===== src/rtl/ahbl_req_master.sv =====
`timescale 1ns/1ps
// ahbl_req_master
// Turns a valid/ready request stream into single AHB-lite transfers. Each
// transfer's read data and error status come back on a registered response
// port, in request order. Address and data phases overlap, so a stream of
// requests issues one transfer per cycle when the slave inserts no wait states.
//
// Ports
//   clk, rst_n            clock, asynchronous active-low reset
//   req_*                 request stream (valid/ready handshake)
//   resp_valid/rdata/err  one-cycle response pulse per completed transfer
//   busy                  a transfer is in flight or a response is pending
//   ahblm_*               AHB-lite master interface
module ahbl_req_master #(
    parameter int unsigned W_DATA = 32,
    parameter int unsigned W_ADDR = 32
) (
    input  logic              clk,
    input  logic              rst_n,

    input  logic              req_valid,
    output logic              req_ready,
    input  logic [W_ADDR-1:0] req_addr,
    input  logic              req_write,
    input  logic [2:0]        req_size,
    input  logic [W_DATA-1:0] req_wdata,

    output logic              resp_valid,
    output logic [W_DATA-1:0] resp_rdata,
    output logic              resp_err,
    output logic              busy,

    output logic [W_ADDR-1:0] ahblm_haddr,
    output logic              ahblm_hwrite,
    output logic [1:0]        ahblm_htrans,
    output logic [2:0]        ahblm_hsize,
    output logic [2:0]        ahblm_hburst,
    output logic [3:0]        ahblm_hprot,
    output logic              ahblm_hmastlock,
    output logic [W_DATA-1:0] ahblm_hwdata,
    input  logic              ahblm_hready,
    input  logic              ahblm_hresp,
    input  logic [W_DATA-1:0] ahblm_hrdata
);

    localparam logic [1:0] HTRANS_IDLE   = 2'b00;
    localparam logic [1:0] HTRANS_NONSEQ = 2'b10;
    localparam logic [2:0] HBURST_SINGLE = 3'b000;
    localparam logic [3:0] HPROT_DATA    = 4'b0011;

    // Address-phase stage
    logic              aph_valid_q, aph_valid_d;
    logic [W_ADDR-1:0] aph_addr_q,  aph_addr_d;
    logic              aph_write_q, aph_write_d;
    logic [2:0]        aph_size_q,  aph_size_d;
    logic [W_DATA-1:0] aph_wdata_q, aph_wdata_d;

    // Data-phase stage
    logic              dph_valid_q, dph_valid_d;
    logic              dph_write_q, dph_write_d;
    logic [W_DATA-1:0] dph_wdata_q, dph_wdata_d;

    // Response register
    logic              resp_valid_q, resp_valid_d;
    logic              resp_err_q,   resp_err_d;
    logic [W_DATA-1:0] resp_rdata_q, resp_rdata_d;

    logic              load_aph;

    // An empty address stage may load even under a stall: htrans is IDLE there.
    assign req_ready = !aph_valid_q || ahblm_hready;
    assign load_aph  = req_valid && req_ready;

    // Next-state for both pipeline stages and the response register
    always_comb begin
        aph_valid_d  = aph_valid_q;
        aph_addr_d   = aph_addr_q;
        aph_write_d  = aph_write_q;
        aph_size_d   = aph_size_q;
        aph_wdata_d  = aph_wdata_q;
        dph_valid_d  = dph_valid_q;
        dph_write_d  = dph_write_q;
        dph_wdata_d  = dph_wdata_q;
        resp_valid_d = 1'b0;
        resp_err_d   = 1'b0;
        resp_rdata_d = '0;

        // Address stage stays full while stalled, otherwise takes the new request
        aph_valid_d = load_aph || (aph_valid_q && !ahblm_hready);
        if (load_aph) begin
            aph_addr_d  = req_addr;
            aph_write_d = req_write;
            aph_size_d  = req_size;
            aph_wdata_d = req_wdata;
        end

        if (ahblm_hready) begin
            dph_valid_d = aph_valid_q;
            // Keep last payload when idle so hwdata does not toggle needlessly
            if (aph_valid_q) begin
                dph_write_d = aph_write_q;
                dph_wdata_d = aph_wdata_q;
            end
            if (dph_valid_q) begin
                resp_valid_d = 1'b1;
                resp_err_d   = ahblm_hresp;
                resp_rdata_d = dph_write_q ? '0 : ahblm_hrdata;
            end
        end
    end

    // Pipeline and response registers
    always_ff @(posedge clk or negedge rst_n) begin
        if (!rst_n) begin
            aph_valid_q  <= 1'b0;
            aph_addr_q   <= '0;
            aph_write_q  <= 1'b0;
            aph_size_q   <= 3'b000;
            aph_wdata_q  <= '0;
            dph_valid_q  <= 1'b0;
            dph_write_q  <= 1'b0;
            dph_wdata_q  <= '0;
            resp_valid_q <= 1'b0;
            resp_err_q   <= 1'b0;
            resp_rdata_q <= '0;
        end else begin
            aph_valid_q  <= aph_valid_d;
            aph_addr_q   <= aph_addr_d;
            aph_write_q  <= aph_write_d;
            aph_size_q   <= aph_size_d;
            aph_wdata_q  <= aph_wdata_d;
            dph_valid_q  <= dph_valid_d;
            dph_write_q  <= dph_write_d;
            dph_wdata_q  <= dph_wdata_d;
            resp_valid_q <= resp_valid_d;
            resp_err_q   <= resp_err_d;
            resp_rdata_q <= resp_rdata_d;
        end
    end

    // Bus and response outputs, all straight from flops
    assign ahblm_htrans    = aph_valid_q ? HTRANS_NONSEQ : HTRANS_IDLE;
    assign ahblm_haddr     = aph_addr_q;
    assign ahblm_hwrite    = aph_write_q;
    assign ahblm_hsize     = aph_size_q;
    assign ahblm_hburst    = HBURST_SINGLE;
    assign ahblm_hprot     = HPROT_DATA;
    assign ahblm_hmastlock = 1'b0;
    assign ahblm_hwdata    = dph_wdata_q;

    assign resp_valid = resp_valid_q;
    assign resp_err   = resp_err_q;
    assign resp_rdata = resp_rdata_q;
    assign busy       = aph_valid_q || dph_valid_q || resp_valid_q;

endmodule

===== config.mk =====
export PLATFORM = sky130hd
export DESIGN_NAME = ahbl_req_master
export DESIGN_NICKNAME = d
export VERILOG_FILES = /design/src/rtl/ahbl_req_master.sv
export SDC_FILE = /design/constraint.sdc
export NUM_CORES = 1
export LEC_CHECK = 0
export ABC_AREA = 1
export CAP_MARGIN = 10
export CORE_AREA = 2 2 120 122
export DETAILED_ROUTE_END_ITERATION = 10
export DIE_AREA = 0 0 122 124
export HOLD_SLACK_MARGIN = 0.05
export MAX_ROUTING_LAYER = met4
export PLACE_DENSITY = 0.76
export SLEW_MARGIN = 0
export SYNTH_ARGS = -nofsm -noshare
export SYNTH_HDL_FRONTEND = slang
export SYNTH_SLANG_ARGS = --single-unit

===== constraint.sdc =====
create_clock -name clk -period 1.2 [get_ports clk]
set_input_delay 0.12 -clock clk [delete_from_list [all_inputs] [get_ports clk]]
set_output_delay 0.12 -clock clk [all_outputs]
set_load 0.005 [all_outputs]

==> metrics list <==
* Element type at the critical path start: flip-flop
- Final ANT Viol Nets: 0
- Once routing completed, OpenROAD measured the worst setup slack at -0.153 ns.
- For this run the aggregate overflow at the end of global routing stands at 0.
- Final number of max-transition violations: 0
- Synthesis handed over a netlist of 570 instances.
* Maximum level of the CTS H-tree: 4
* Core Region: 0.0137 sq mm
* Area contributors post-synth: sky130_fd_sc_hd__dfrtp_1 65%, sky130_fd_sc_hd__nand2_1 17%, sky130_fd_sc_hd__nand3_1 9.6%
- The floorplan step set the die width to 122 um.
- Post-route clock skew: 0.00704 ns
* Number of sinks on the clock net: 137
- Max Fanout on Critical Path: 5
- Class of the tightest hold or removal check: primary input to asynchronous set/reset pin
- Floorplan die area: 0.0151 sq mm
- Flip-flop and latch count after synthesis: 137
- Antenna diodes: 0
- Of all cell types, the one taking the most synthesized area is sky130_fd_sc_hd__dfrtp_1.
- The first global-routing pass estimated 23.2 mm of wire.
* HPWL after detailed placement: 9.43 mm
* Pin count of the biggest net entering global routing: 42
- Port-buffer cells: 209
- Area share of the largest cell type after synthesis: 64.8%
- TritonCTS clock tree: built
- Synth Area in Adders: 0%
* Post-place instance area: 0.00769 sq mm
- Most frequent cells in the layout: 219 x sky130_fd_sc_hd__nand2_1, 136 x sky130_fd_sc_hd__dfrtp_1, 102 x sky130_fd_sc_hd__clkdlybuf4s50_1
- The finished cells cover 0.00885 sq mm.
- Total clock buffers created by CTS: 17
- Of the total synthesized cell area, the portion taken by AND, OR, NAND and NOR gates is 29.3%.
* Tmin final: 1.35 ns
- The checks that failed: setup timing.
- Synthesized area per cell: 9.28 sq um
* Yosys Warn Count: 0
- At the later pin of the worst-skew pair, clock insertion delay measures 0.41 ns.
- The initialized floorplan defines 43 standard-cell rows.
- Post-DR wirelength/cell: 15.1 um
- After detailed routing, the number of remaining DRC violations is 0.
- The critical path is of the flip-flop to flip-flop type.
- Most frequent standard cell in the layout excluding fill and tap cells: sky130_fd_sc_hd__nand2_1
- The final layout contains 918 nets.
- Setup-violating endpoint count in the final report: 72
- Measured along the y axis, the die boundary spans 124 um.
* Final-layout setup total negative slack: -5.68 ns
- Compared with the post-synthesis result, the final layout area differs by 67.3%.
- Root buf cell: sky130_fd_sc_hd__clkbuf_16
- After detailed routing, the total wire length is 15.2 mm.
* Layout filler cell count: 1,138
- Length of the first detailed-routing pass in iterations: 4
- Parity-gate share of the synthesized area counting xor and xnor cells: 0%
- Overall Global Routing Usage: 21.0%
* Maximum clock frequency: 739 MHz
- Ratio of final minimum period to clock period: 113%
* Largest family of logic cells by synthesized area: simple AND/OR/NAND/NOR gates
- DR vias/cell: 4.65
- After the first detailed-routing iteration, the DRC count stood at 242.
- 219 I/O pins were placed.
- After clock tree synthesis, the clock-pin slew on the worst setup and hold paths is 0.05 ns.
* Required time of the worst setup path: 1.50 ns
- The cell area that synthesis handed to floorplanning was 0.00529 sq mm.
- The flow ran to the end, but the final reports show violations.
- Clock buffer depth: 2
* Unrepaired setup endpoints after global routing: true
- The count of final hold-check violations came to 0.
- Initial cell density of the core: 38.5%
* Placer Congestion: 0.802
- Pwr/cell area: 1540 mW/mm^2
* CP Capture Type: flip-flop
- Leak pwr: 4.55 nW
- The initial antenna violation count was 0.
- STA puts the critical path data arrival time at 1.65 ns.
* Share of synthesized area occupied by flip-flops and latches: 64.8%
* Via count: 4,679
- Across the run, the number of max-cap violations was 0.
- Number of distinct standard cells referenced by the synthesized netlist: 13
- The post-route netlist has 14.6% of its cells at a drive strength greater than 1.
- The via count of the first global-routing pass came to 4,643.
- Maximum resistive drop on vdd: 0.000887 V
* Proportion of synthesized area in mux cells: 0%
* Post-synthesis compound-gate area fraction: 0.0946%
==> state kept, by name, indices dropped and copies added (netlist names) <==
name,cells
ahblm_haddr,32
ahblm_hsize,3
ahblm_hwdata,32
ahblm_hwrite,1
aph_valid_q,1
aph_wdata_q,32
dph_valid_q,1
dph_write_q,1
resp_err,1
resp_rdata,32
resp_valid,1
==> worst paths after layout <==
kind / start / cells after the start / to / slack, ns
max in group asynchronous: rst_n / 3 / aph_wdata_q[30] / 0.52
worst max-delay path: aph_valid_q / 9 / ahblm_hsize[1] / -0.15
min in group clk: req_valid / 4 / aph_valid_q / 0.21
worst max register to register: aph_valid_q / 9 / ahblm_hsize[1] / -0.15
worst min-delay path: rst_n / 2 / resp_rdata[5] / 0.16
worst min register to register: ahblm_hwdata[8] / 2 / ahblm_hwdata[8] / 0.47
==> Yosys cell counts (all sizes together) <==
| cell type | n |
|---|---|
| nand2 | 240 |
| buf | 36 |
| clkbuf | 14 |
| nor2 | 34 |
| dfrtp | 137 |
| nand3 | 101 |
| conb | 2 |
| inv | 5 |
| o21ai | 1 |
==> cell families after synthesis <==
group,after synthesis
flops,137
buf+inv,55
other cells,2
simple gates,375
compound gates,1
==> metal layers <==
| layer | vias up | global-route usage, % | wire, um |
|---|---|---|---|
| li1 | 2263 | - | - |
| met1 | 2198 | 24.5 | 6340 |
| met2 | 198 | 34.9 | 7470 |
| met3 | 20 | 6.50 | 1200 |
| met4 | 0 | 6.75 | 212 |
| met5 | - | - | 0 |
==> worst max-delay path, stage by stage, from the launching register on <==
cell and delay [ns]:
sky130_fd_sc_hd__dfrtp_2 0.41, sky130_fd_sc_hd__buf_6 0.12, sky130_fd_sc_hd__nand2_4 0.05, sky130_fd_sc_hd__buf_6 0.10
sky130_fd_sc_hd__buf_12 0.10, sky130_fd_sc_hd__nand2_8 0.08, sky130_fd_sc_hd__buf_12 0.15, sky130_fd_sc_hd__buf_12 0.14
sky130_fd_sc_hd__nand2_2 0.05, sky130_fd_sc_hd__nand2_1 0.04
==> per-stage QoR <==
| step | setup WS, ns | power [W] | hold WS [ns] | util (%) | cells |
|---|---|---|---|---|---|
| global placement | -0.336 | 0.00788 | 0.0277 | 56.0 | 943 |
| detailed placement | -0.323 | 0.00794 | 0.0272 | 56.0 | 943 |
| CTS | -0.157 | 0.0136 | 0.156 | 63.4 | 998 |
| finish | -0.153 | 0.0136 | 0.165 | 64.5 | 1006 |
| global route | -0.222 | 0.0143 | 0.174 | 64.5 | 1006 |
| floorplan | 0.0441 | 0.00633 | -0.176 | - | 577 |
==> layout make-up <==
class	count	area, sq um	area share [%]
sequential	137	3430	38.8
timing repair buffer	267	2850	32.2
multi-input combinational	385	1680	19.0
clock buffer	19	443	5.01
tap	180	225	2.55
clock inverter	13	200	2.26
inverter	5	18.8	0.212
==> what timing repair did <==
action | in CTS | in global routing
setup buffers | 14 | 8
hold buffers | 1 | 0
cloned | 8 | 2
resized for setup | 184 | 55
endpoints found under the hold margin | 137 | 0
pin swaps | 4 | 2
endpoints found under the setup margin | 182 | 146
==> report_power, final <==
group	switching [W]	internal (W)	leakage (nW)
clock network	0.00191	0.00372	0.305
registers	0.000311	0.00518	1.74
logic	0.00109	0.00141	2.51
total	0.00331	0.0103	4.55
Note: power is estimated with default switching activity, not from simulation.
